==> config.mk <==
export PLATFORM = sky130hd
export DESIGN_NAME = hack_uart_tx
export DESIGN_NICKNAME = d
export VERILOG_FILES = /design/src/rtl/hack_io_pkg.sv /design/src/rtl/hack_byte_fifo.sv /design/src/rtl/hack_uart_tx.sv
export SDC_FILE = /design/constraint.sdc
export NUM_CORES = 1
export LEC_CHECK = 0
export ABC_AREA = 0
export ABC_CLOCK_PERIOD_IN_PS = 4000
export BUFFER_PORTS_ARGS = -buffer_cell sky130_fd_sc_hd__buf_2
export CAP_MARGIN = 0
export CORE_MARGIN = 2
export CORE_UTILIZATION = 40
export CTS_CLUSTER_SIZE = 12
export DETAILED_ROUTE_END_ITERATION = 10
export GPL_TIMING_DRIVEN = 0
export MAX_ROUTING_LAYER = met4
export PLACE_DENSITY_LB_ADDON = 0.05
export RECOVER_POWER = 25
export SYNTH_ARGS = -nofsm -noshare
export SYNTH_HDL_FRONTEND = slang
export SYNTH_SLANG_ARGS = --single-unit
==> constraint.sdc <==
create_clock -name clk -period 4 [get_ports clk]
set_input_delay 0.8 -clock clk [delete_from_list [all_inputs] [get_ports clk]]
set_output_delay 0.8 -clock clk [all_outputs]
set_load 0.1 [all_outputs]
==> src/rtl/hack_io_pkg.sv <==
// Shared definitions for the Hack memory-mapped I/O blocks: default addresses,
// status bit positions and the serial transmitter state type.
package hack_io_pkg;

  localparam logic [15:0] TX_ADDR_DEFAULT   = 16'h6001;
  localparam logic [15:0] STAT_ADDR_DEFAULT = 16'h6002;

  localparam int STAT_FULL_BIT    = 0;
  localparam int STAT_BUSY_BIT    = 1;
  localparam int STAT_OVERRUN_BIT = 2;

  typedef enum logic [1:0] {IDLE, START, DATA, STOP} uart_state_t;

endpackage

==> src/rtl/hack_byte_fifo.sv <==
// Byte FIFO with power-of-two depth; a push while full is taken only when a pop
// happens on the same edge, so the occupancy stays unchanged in that case.
module hack_byte_fifo #(
  parameter int DEPTH = 4
) (
  input  logic                     clk,
  input  logic                     reset,
  input  logic                     push,
  input  logic                     pop,
  input  logic [7:0]               din,
  output logic [7:0]               dout,
  output logic                     full,
  output logic                     empty,
  output logic [$clog2(DEPTH):0]   count
);

  localparam int AW = $clog2(DEPTH);
  localparam logic [AW:0] CNT_FULL = (AW+1)'(DEPTH);

  logic [7:0]    mem [DEPTH];
  logic [AW-1:0] wr_ptr;
  logic [AW-1:0] rd_ptr;
  logic          do_push;
  logic          do_pop;

  assign full    = (count == CNT_FULL);
  assign empty   = (count == '0);
  assign do_pop  = pop && !empty;
  assign do_push = push && (!full || do_pop);
  assign dout    = mem[rd_ptr];

  always_ff @(posedge clk) begin
    if (reset) begin
      wr_ptr <= '0;
      rd_ptr <= '0;
      count  <= '0;
    end else begin
      if (do_push) wr_ptr <= wr_ptr + AW'(1);
      if (do_pop)  rd_ptr <= rd_ptr + AW'(1);
      if (do_push && !do_pop)      count <= count + (AW+1)'(1);
      else if (do_pop && !do_push) count <= count - (AW+1)'(1);
    end
  end

  always_ff @(posedge clk) begin
    if (do_push) mem[wr_ptr] <= din;
  end

endmodule

==> src/rtl/hack_uart_tx.sv <==
// Memory-mapped 8N1 transmitter on the Hack data-memory write port, with a
// status word (FULL, BUSY, sticky OVERRUN) for the top-level read mux.
//
// state | meaning
// IDLE  | line high; pops the next byte as soon as the FIFO holds one
// START | start bit (low) for one bit time
// DATA  | eight data bits, LSB first
// STOP  | stop bit (high) for one bit time
module hack_uart_tx
  import hack_io_pkg::*;
#(
  parameter logic [15:0] TX_ADDR      = TX_ADDR_DEFAULT,
  parameter logic [15:0] STAT_ADDR    = STAT_ADDR_DEFAULT,
  parameter int          CLKS_PER_BIT = 434,
  parameter int          FIFO_DEPTH   = 4
) (
  input  logic        clk,
  input  logic        reset,
  input  logic [15:0] addressM,
  input  logic [15:0] outM,
  input  logic        writeM,
  output logic        stat_sel,
  output logic [15:0] stat_data,
  output logic        tx,
  output logic        tx_busy
);

  localparam int BW = $clog2(CLKS_PER_BIT);
  localparam int CW = $clog2(FIFO_DEPTH) + 1;
  localparam logic [BW-1:0] BAUD_LAST = BW'(CLKS_PER_BIT - 1);

  uart_state_t   state, state_next;
  logic [BW-1:0] baud, baud_next;
  logic [2:0]    bit_idx, bit_next;
  logic [7:0]    shift, shift_next;
  logic          tx_next;
  logic          pop;
  logic          overrun;

  logic [7:0]    fifo_dout;
  logic          fifo_full;
  logic          fifo_empty;
  logic [CW-1:0] fifo_count;

  logic push_req;
  logic clr_req;
  logic unused_hi;

  assign push_req  = writeM && (addressM == TX_ADDR);
  assign clr_req   = writeM && (addressM == STAT_ADDR);
  assign stat_sel  = (addressM == STAT_ADDR);
  assign unused_hi = ^outM[15:8];

  always_comb begin
    stat_data                   = '0;
    stat_data[STAT_FULL_BIT]    = fifo_full;
    stat_data[STAT_BUSY_BIT]    = tx_busy;
    stat_data[STAT_OVERRUN_BIT] = overrun;
  end

  hack_byte_fifo #(.DEPTH(FIFO_DEPTH)) u_fifo (
    .clk   (clk),
    .reset (reset),
    .push  (push_req),
    .pop   (pop),
    .din   (outM[7:0]),
    .dout  (fifo_dout),
    .full  (fifo_full),
    .empty (fifo_empty),
    .count (fifo_count)
  );

  always_ff @(posedge clk) begin
    if (reset) begin
      state   <= IDLE;
      baud    <= '0;
      bit_idx <= '0;
      shift   <= '0;
      tx      <= 1'b1;
      tx_busy <= 1'b0;
      overrun <= 1'b0;
    end else begin
      state   <= state_next;
      baud    <= baud_next;
      bit_idx <= bit_next;
      shift   <= shift_next;
      tx      <= tx_next;
      tx_busy <= (state != IDLE) || (fifo_count != '0);
      if (push_req && fifo_full && !pop) overrun <= 1'b1;
      else if (clr_req)                  overrun <= 1'b0;
    end
  end

  always_comb begin
    state_next = state;
    baud_next  = baud;
    bit_next   = bit_idx;
    shift_next = shift;
    tx_next    = tx;
    pop        = 1'b0;
    case (state)
      IDLE: begin
        tx_next = 1'b1;
        if (!fifo_empty) begin
          pop        = 1'b1;
          shift_next = fifo_dout;
          tx_next    = 1'b0;
          baud_next  = '0;
          state_next = START;
        end
      end
      START: begin
        if (baud == BAUD_LAST) begin
          baud_next  = '0;
          tx_next    = shift[0];
          shift_next = {1'b0, shift[7:1]};
          bit_next   = '0;
          state_next = DATA;
        end else begin
          baud_next = baud + BW'(1);
        end
      end
      DATA: begin
        if (baud == BAUD_LAST) begin
          baud_next = '0;
          if (bit_idx == 3'd7) begin
            tx_next    = 1'b1;
            state_next = STOP;
          end else begin
            tx_next    = shift[0];
            shift_next = {1'b0, shift[7:1]};
            bit_next   = bit_idx + 3'd1;
          end
        end else begin
          baud_next = baud + BW'(1);
        end
      end
      STOP: begin
        if (baud == BAUD_LAST) begin
          baud_next  = '0;
          state_next = IDLE;
        end else begin
          baud_next = baud + BW'(1);
        end
      end
      default: begin
        tx_next    = 1'b1;
        state_next = IDLE;
      end
    endcase
  end

endmodule

Yosys cells after proc, flatten, opt, wreduce, memory -nomap -nowiden
Memories as Yosys holds them, arrays and structs flattened. A register that Yosys moved wholly into a read port is not among the register bits.
Cells that the tools add are included.
{ "totals": {"reg_bits": 32, "mem_bits_rw": 32, "output_inout_bits": 19, "memories": 1} }
{ "op_classes": {"addsub": 6, "eq_ne": 14, "muxes": 33, "n_reduce_logical": 28} }
{ "mem_list": {"columns": ["name", "words", "word_bits", "read_ports", "rd_clocked_by_memory_dff", "wr", "line", "text"], "rows": [
  ["u_fifo.mem", 4, 8, 1, 1, 1, "hack_byte_fifo.sv:20", "logic [7:0] mem [DEPTH];"]
]} }
{ "ops": {"columns": ["operator", "count"], "rows": [
  ["$eq 16x15->1 const B", 2],
  ["$mux 8", 4],
  ["$pmux 8 s3", 1],
  ["$mux 9", 2],
  ["$pmux 9 s2", 1],
  ["$mux 3", 5],
  ["$mux 2", 7],
  ["$ne 2x2->1 const B", 6],
  ["$mux 1", 10],
  ["$reduce_and 5->1", 2],
  ["$add 9x1->9 const B", 1],
  ["$eq 9x9->1 const B", 1],
  ["$logic_and 1x1->1", 8],
  ["$pmux 2 s4", 1],
  ["$reduce_bool 2->1", 4],
  ["$add 3x1->3 const B", 2],
  ["$eq 3x3->1 const B", 2],
  ["$pmux 3 s2", 1],
  ["$reduce_bool 3->1", 2],
  ["$logic_not 1->1", 5],
  ["$add 2x1->2 const B", 2],
  ["$eq 2x2->1 const B", 2],
  ["$reduce_and 4->1", 1],
  ["$logic_not 3->1", 1],
  ["7 further kinds", 8]
]} }

Logic depth before layout (Yosys ltp)
Gate-level depths: netlist of run 1.
{ "logic_depth": {"word_depth": 10, "depth_mapped": 12, "mapped_depth_nobuf": 11} }

Cells and area by module
Synthesis of run 1 repeated with hierarchy kept, for this count alone.
{ "unflattened": {"cells_unflattened": 274, "hier_area_um2": 3191.8} }
{ "by_module_without_submodules": {"columns": ["module", "instances", "cells_per_inst", "area_each_um2"], "rows": [
  ["hack_byte_fifo", 1, 90, 1632.8],
  ["hack_uart_tx", 1, 184, 1559.0]
]} }

Worst setup path after synthesis of run 1
OpenSTA, ideal clock, no wires.
{ "synth_timing": {"path_type": "input to output", "start": "in addressM[10]", "end": "out stat_sel", "t_arrival_ps": 2252, "required_time_ps": 3200, "path_slack_ps": 948, "path_stages": 3, "n_path_buf": 0, "path_cell_list": "nor4b_1 and4_1 and4_1"} }
{ "synth_between": {"elab_chain_cells": 1} }
{ "synth_rtl": {"columns": ["item", "line", "text"], "rows": [
  ["from (decl)", "hack_uart_tx.sv:19", "input logic [15:0] addressM,"],
  ["$eq 16x15->1", "hack_uart_tx.sv:51", "assign stat_sel = (addressM == STAT_ADDR);"],
  ["to (decl)", "hack_uart_tx.sv:22", "output logic stat_sel,"]
]} }
No other way between the ends.

Final worst setup path of run 1
{ "layout_timing": {"start": "reg state[0]", "end": "reg u_fifo.count[2]"} }
{ "layout_between": {"elab_chain_cells": 8, "word_cells_on_any_way": 11} }
{ "layout_rtl": {"columns": ["item", "line", "text"], "rows": [
  ["from (decl)", "hack_uart_tx.sv:32", "uart_state_t state, state_next;"],
  ["from (signal assigned)", "hack_uart_tx.sv:83", "state <= state_next;"],
  ["$logic_not 2->1 *", "hack_uart_tx.sv:101", "case (state)"],
  ["$mux 1 *", "hack_uart_tx.sv:101", null],
  ["$logic_and 1x1->1 *", "hack_byte_fifo.sv:28", "assign do_pop = pop && !empty;"],
  ["$logic_or 1x1->1 *", "hack_byte_fifo.sv:29", "assign do_push = push && (!full || do_pop);"],
  ["$logic_and 1x1->1 *", "hack_byte_fifo.sv:29", null],
  ["net u_fifo.do_push", "hack_byte_fifo.sv:23", "logic do_push;"],
  ["$logic_not 1->1", "hack_byte_fifo.sv:41", "else if (do_pop && !do_push) count <= count - (AW+1)'(1);"],
  ["$logic_and 1x1->1", "hack_byte_fifo.sv:41", null],
  ["$reduce_bool 2->1 (no source line)", null, null],
  ["to (signal assigned)", "hack_byte_fifo.sv:40", "if (do_push && !do_pop) count <= count + (AW+1)'(1);"],
  ["to (signal assigned)", "hack_byte_fifo.sv:41", null],
  ["to (decl)", "hack_byte_fifo.sv:14", "output logic [$clog2(DEPTH):0] count"]
]} }
The timed path passes the listed nets; every way through them passes the cells marked *.
A chain may end at the register's enable or synchronous reset.

==> results of run 1 <==
==> placed cells by master (no fill, tap or decap), types with 9 or more instances in the layout <==
master                     instances
sky130_fd_sc_hd__clkbuf_8          9
sky130_fd_sc_hd__clkbuf_1         11
sky130_fd_sc_hd__nand2_1          12
sky130_fd_sc_hd__edfxtp_1         32
sky130_fd_sc_hd__ha_1             14
sky130_fd_sc_hd__a21oi_1          10
sky130_fd_sc_hd__conb_1           13
sky130_fd_sc_hd__buf_2            28
sky130_fd_sc_hd__nor2_1           11
sky130_fd_sc_hd__mux2i_1           9
sky130_fd_sc_hd__buf_4            18
sky130_fd_sc_hd__dfxtp_1          34
sky130_fd_sc_hd__inv_1            13
==> logic make-up (layout without fill, tap and decap cells) <==
kind of cell	count (synthesis)	count (layout)	share of synthesized area
flip-flops	66	66	0.522
AND/OR/NAND/NOR	65	65	0.126
AO/OA/AOI/OAI	51	51	0.116
buffers and inverters	39	87	0.0693
multiplexers	18	18	0.0896
adder cells (fa/ha/maj)	15	15	0.0621
XOR/XNOR	5	5	0.0139
other	1	13	0.00119
==> report_power, final <==
group	total [mW]	leakage (nW)	switching, mW	internal [mW]
Sequential	0.869	0.565	0.0734	0.796
Clock	0.642	0.117	0.280	0.363
Combinational	0.892	0.722	0.552	0.340
Total	2.40	1.40	0.905	1.50
==> cell usage after synthesis (4+ instances only) <==
| cell type | n |
|---|---|
| sky130_fd_sc_hd__nand3_1 | 4 |
| sky130_fd_sc_hd__mux2i_1 | 9 |
| sky130_fd_sc_hd__mux4_2 | 8 |
| sky130_fd_sc_hd__clkbuf_1 | 4 |
| sky130_fd_sc_hd__nor3_1 | 5 |
| sky130_fd_sc_hd__a211oi_1 | 4 |
| sky130_fd_sc_hd__nor2_1 | 11 |
| sky130_fd_sc_hd__xor2_1 | 4 |
| sky130_fd_sc_hd__ha_1 | 14 |
| sky130_fd_sc_hd__edfxtp_1 | 32 |
| sky130_fd_sc_hd__buf_4 | 18 |
| sky130_fd_sc_hd__nand4_1 | 5 |
| sky130_fd_sc_hd__dfxtp_1 | 34 |
| sky130_fd_sc_hd__o2bb2ai_1 | 8 |
| sky130_fd_sc_hd__a21oi_1 | 10 |
| sky130_fd_sc_hd__inv_1 | 13 |
| sky130_fd_sc_hd__a31oi_1 | 6 |
| sky130_fd_sc_hd__nand2_1 | 12 |
| sky130_fd_sc_hd__and2_1 | 5 |
| sky130_fd_sc_hd__o21ai_0 | 5 |
==> worst max path at each step <==
stage | start | end | cells past startpoint | slack (ns)
5_1_grt | state[0] | u_fifo.count[2] | 12 | 0.50
4_1_cts | state[0] | u_fifo.count[2] | 12 | 0.82
6_report | state[0] | u_fifo.count[2] | 12 | 0.85
3_3_place_gp | addressM[10] | u_fifo.count[2] | 10 | 0.64
3_5_place_dp | addressM[10] | u_fifo.count[2] | 10 | 0.63
2_1_floorplan | addressM[10] | stat_sel | 3 | 0.95
==> flip-flops by register name (all words and copies together), names as in the netlist, named ones only <==
register,count
u_fifo.wr_ptr,2
state,2
overrun,1
u_fifo.mem,32
tx,1
baud,9
bit_idx,3
u_fifo.rd_ptr,2
u_fifo.count,3
tx_busy,1
shift,8
==> metrics by stage <==
stage          hold slack [ns]  cells
2_1_floorplan            0.426    272
4_1_cts                  0.477    422
5_1_grt                  0.496    422
6_report                 0.470    422
3_5_place_dp             0.453    406
3_3_place_gp             0.446    406
==> layer usage <==
metal  track usage  vias to the layer above
li1              -                     1069
met3        0.0342                        8
met4        0.0588                        0
met5             -                        -
met1         0.195                      986
met2         0.232                       41
==> layout make-up <==
class	instances	area (um2)
clock buffers	9	124
plain buffers	26	169
repair buffers	32	151
fillers	714	3990
well taps	102	128
clock inverters	7	106
multi-input cells	167	1330
inverters	13	48.8
flip-flops and latches	66	1640
==> results.json, run 1 <==
{
  "fin_ws_ns": 0.855,
  "reg2reg_setup_slack_ns": 0.85,
  "cts.hold.buffers_added": 0,
  "vdd.ir_drop.worst_v": 0.000246,
  "start_util": 0.409,
  "worst_ep_arrival_time_ns": 3.41,
  "synth.ff_latch_count": 66,
  "routed-via-count": 2104,
  "synth.avg_cell_area_um2": 12.1,
  "ant_nets": 0,
  "final.setup.tns_ns": 0,
  "cpMaxStageDelayCell": "sky130_fd_sc_hd__nor3_1",
  "postSynthCellCount": 260,
  "worstSkewPairLatency_ns": 0.34,
  "cts.path.max_buffers": 2,
  "cts.repair_timing.setup_buffer_count": 0,
  "synth_top_flop_cell": "sky130_fd_sc_hd__dfxtp_1",
  "fin_util": 0.481,
  "top_level_ports": 54,
  "synth_seq_area_share": 0.522,
  "initial_antenna_violation_count": 0,
  "grt_setup_unrepaired": "no",
  "floorplan.core_area_um2": 7690,
  "drtPass1Iterations": 4,
  "slew-limit-headroom": 0.453,
  "n_antenna_cell": 0,
  "pin_count_of_the_biggest_net_entering_global_routing": 15,
  "wl_met1_um": 2710,
  "cts_tree": "built",
  "synth.area.top_cells": "sky130_fd_sc_hd__edfxtp_1, sky130_fd_sc_hd__dfxtp_1, sky130_fd_sc_hd__mux4_2",
  "dpl.hpwl_um": 4030,
  "post-synth-top-area-fraction": 0.306,
  "clock_tree.root_cell": "sky130_fd_sc_hd__clkbuf_8",
  "wl_met3_um": 236,
  "drt-vias-per-instance": 4.99,
  "chipWidth_um": 92.6,
  "post-route-drc-count": 0,
  "area_delta_synth_final_pct": 17.6,
  "top_signal_layer_used": "met4",
  "finalCritPeriodShare": 0.786,
  "clkSinkCount": 66,
  "report.final.hold_viol_count": 0,
  "power.density_cell_area_nw_per_um2": 650,
  "worst_path_largest_cell_delay_ns": 0.41,
  "cts-buffers-inserted": 9,
  "worstSetupEndpointType": "flip-flop",
  "place_congestion": 0.786,
  "edff_count_synth": 32,
  "timing.final.max_slew_violations": 0,
  "clk_pin_slew_ns": 0.08,
  "portBuffers": 32,
  "fp.dieArea_um2": 8580,
  "hp-start": "shift[3]",
  "placement_rows": 32,
  "worstPathCellList": "inv_1 > ha_1 > clkbuf_1 > or4b_1 > nand4b_1 > nor3_1 > ha_1 > inv_1 > fa_1 > xor2_1 > or3_1 > a21oi_1",
  "hold_path_end": "shift[3]",
  "tightest_slew_ns": 0.818,
  "grt_remaining_overflow": 0,
  "skew_ns": 0.00961,
  "crit-reg2reg-launch": "state[0]",
  "chipHeight_um": 92.6,
  "post-synth-top-area-cell": "sky130_fd_sc_hd__edfxtp_1",
  "first_global_vias": 2055,
  "finalWirelength_um": 5660,
  "worst_hold_path.num_cells": 1,
  "dpl_cell_area_um2": 3480,
  "ys_warn_count": 0,
  "post_drt_wl_per_cell_um": 13.4,
  "pre_cts_slack_ns": 0.629,
  "worst_path_fanout_max": 9,
  "met2_length_um": 2620,
  "setup_viol_count_final": 0,
  "worst_hold_path_type": "reg2reg",
  "reg2reg_depth": 12,
  "cap_violations": 0,
  "required_ns": 4.27,
  "wire_length_of_the_first_global_routing_pass_um": 9730,
  "p_leak_nw": 1.40,
  "layout-drive-gt1-share": 0.247,
  "cp_num_buf_inv": 3,
  "design_power_total_mw": 2.40,
  "stdcell_area_um2": 3700,
  "post_cts_resized": 0,
  "num-nets-final": 365,
  "fmaxAchievable_mhz": 318,
  "layout_min_cycle_time_ns": 3.15,
  "clock_tree.htree_level_count": 3,
  "startpoint_type": "flip-flop",
  "outcome": "complete, no violations",
  "postSynth.asyncResetShare": 0,
  "critical-path-top-delay-family": "simple AND/OR/NAND/NOR gates",
  "initialDrtViolationCount": 72,
  "yosysUniqueCellTypes": 56,
  "r2r-end": "u_fifo.count[2]",
  "critical_path_class": "reg2reg",
  "grt_util_all_layers": 0.150,
  "mappedNetlistArea_um2": 3140
}
Power figures use the tool's default switching activity.
==> inputs of run 2 (changes only) <==
ABC_CLOCK_PERIOD_IN_PS = 3300   (was 4000)
clock period = 3.3 ns   (was 4 ns; I/O delays follow)
==> results.json, run 2 (synthesized netlist as in run 1, its figures left out) <==
{
  "outcome": "complete, no violations",
  "worst_path_largest_cell_delay_ns": 0.37,
  "layout-drive-gt1-share": 0.250,
  "cpMaxStageDelayCell": "sky130_fd_sc_hd__fa_1",
  "required_ns": 3.57,
  "skew_ns": 0.00989,
  "max_flop_register": "u_fifo.mem",
  "area.sequential_um2": 1640,
  "initialDrtViolationCount": 72,
  "r2r-end": "u_fifo.count[2]",
  "reg2reg_setup_slack_ns": 0.31,
  "commonest_cells_after_routing_fill_and_taps_aside": "sky130_fd_sc_hd__dfxtp_1, sky130_fd_sc_hd__edfxtp_1, sky130_fd_sc_hd__buf_2",
  "grt_setup_unrepaired": "no",
  "vdd.ir_drop.worst_v": 0.000299,
  "cp_num_buf_inv": 3,
  "tightest_slew_ns": 0.818,
  "chipWidth_um": 92.6,
  "fmaxAchievable_mhz": 335,
  "dpl.hpwl_um": 4030,
  "worst_path_fanout_max": 9,
  "p_leak_nw": 1.40,
  "clock_tree.root_cell": "sky130_fd_sc_hd__clkbuf_8",
  "num-nets-final": 365,
  "finalCritPeriodShare": 0.905,
  "flip_flop_count_of_the_largest_register_after_layout": 32,
  "report.final.hold_viol_count": 0,
  "power.density_cell_area_nw_per_um2": 787,
  "critical_path_class": "reg2reg",
  "critical-path-top-delay-family": "simple AND/OR/NAND/NOR gates",
  "reg.largest.list": "u_fifo.mem: 32 flops, baud: 9 flops, shift: 8 flops",
  "worst_setup_ep": "u_fifo.count[2]",
  "wire_length_of_the_first_global_routing_pass_um": 9730,
  "dpl_cell_area_um2": 3480,
  "fillCellCount": 714,
  "worst_ep_arrival_time_ns": 3.26,
  "crit-reg2reg-launch": "state[0]",
  "routed-via-count": 2107,
  "setup_viol_count_final": 0,
  "first_global_vias": 2055,
  "worstPathCellList": "inv_1 > ha_1 > clkbuf_1 > or4b_1 > nand4b_1 > nor3_2 > ha_1 > inv_1 > fa_1 > xor2_1 > or3_1 > a21oi_1",
  "clkSinkCount": 66,
  "timing.final.max_slew_violations": 0,
  "finalWirelength_um": 5660,
  "clock_tree.htree_level_count": 3,
  "stdcell_area_um2": 3700,
  "n_antenna_cell": 0,
  "drtPass1Iterations": 4,
  "worstSkewPairLatency_ns": 0.34,
  "pin_count_of_the_biggest_net_entering_global_routing": 15,
  "cts.repair_timing.setup_buffer_count": 0,
  "cap_violations": 0,
  "mostFrequentLayoutCell": "sky130_fd_sc_hd__dfxtp_1",
  "critical_path_cell_count": 12,
  "crit_start": "state[0]",
  "cts-buffers-inserted": 9,
  "area_delta_synth_final_pct": 17.8,
  "drt-vias-per-instance": 4.99,
  "area_of_combinational_cells_with_multiple_inputs_um2": 1330,
  "place_congestion": 0.786,
  "post_cts_resized": 0,
  "grt_util_all_layers": 0.150,
  "reg2reg_depth": 12,
  "ant_nets": 0,
  "initial_antenna_violation_count": 0,
  "final.setup.tns_ns": 0,
  "design_power_total_mw": 2.91,
  "placement_rows": 32,
  "portBuffers": 32,
  "top_level_ports": 54,
  "grt_remaining_overflow": 0,
  "worst_hold_path_type": "reg2reg",
  "worstSetupEndpointType": "flip-flop",
  "layout_min_cycle_time_ns": 2.99,
  "clk_pin_slew_ns": 0.08,
  "cts_tree": "built",
  "startpoint_type": "flip-flop",
  "start_util": 0.409,
  "cts.path.max_buffers": 2,
  "cts.hold.buffers_added": 0,
  "post_drt_wl_per_cell_um": 13.4,
  "fp.dieArea_um2": 8580,
  "slew-limit-headroom": 0.453,
  "chipHeight_um": 92.6,
  "post-route-drc-count": 0,
  "floorplan.core_area_um2": 7690
}
## run 2: layout make-up
type                    instances  area share
clock inverters                 7      0.0287
multi-input cells             167       0.360
flip-flops and latches         66       0.443
clock buffers                   9      0.0335
inverters                      13      0.0132
repair buffers                 32      0.0409
well taps                     102      0.0345
plain buffers                  26      0.0456
## run 2: power by group
| part | switching [mW] | leakage, nW | internal [mW] |
|---|---|---|---|
| registers | 0.0889 | 0.565 | 0.964 |
| logic | 0.669 | 0.722 | 0.412 |
| clock network | 0.339 | 0.117 | 0.440 |
| total | 1.10 | 1.40 | 1.82 |
## run 2: worst min path at each step
stage          startpoint  endpoint  depth (start not counted)
5_1_grt          shift[2]  shift[2]                          1
4_1_cts          shift[6]  shift[6]                          1
3_5_place_dp     shift[6]  shift[6]                          1
3_3_place_gp     shift[6]  shift[6]                          1
6_report         shift[3]  shift[3]                          1
2_1_floorplan    shift[0]  shift[0]                          1
## run 2: per-layer routing
metal,global-route usage,routed length (um)
met1,0.195,2720
met2,0.232,2620
met3,0.0342,238
met4,0.0588,85
met5,-,0
## run 2: through the flow
step / hold slack, ns / util / setup WS, ns / instances
6_report: 0.470 / 0.482 / 0.314 / 422
5_1_grt: 0.496 / 0.482 / 0.0122 / 422
4_1_cts: 0.477 / 0.482 / 0.122 / 422
3_5_place_dp: 0.453 / 0.452 / 0.0689 / 406
3_3_place_gp: 0.446 / 0.452 / 0.0787 / 406
2_1_floorplan: 0.426 / - / 0.519 / 272
## run 2: worst register-to-register path: cells and delay by family (launching register included)
kind / cells / cell delay (ns)
DFF: 1 / 0.33
adders and majority gates: 3 / 0.76
xor gates and xnor gates: 1 / 0.18
buffers and inverters: 3 / 0.52
and+or+nand+nor: 4 / 0.99
AOI/OAI and AO/OA: 1 / 0.14
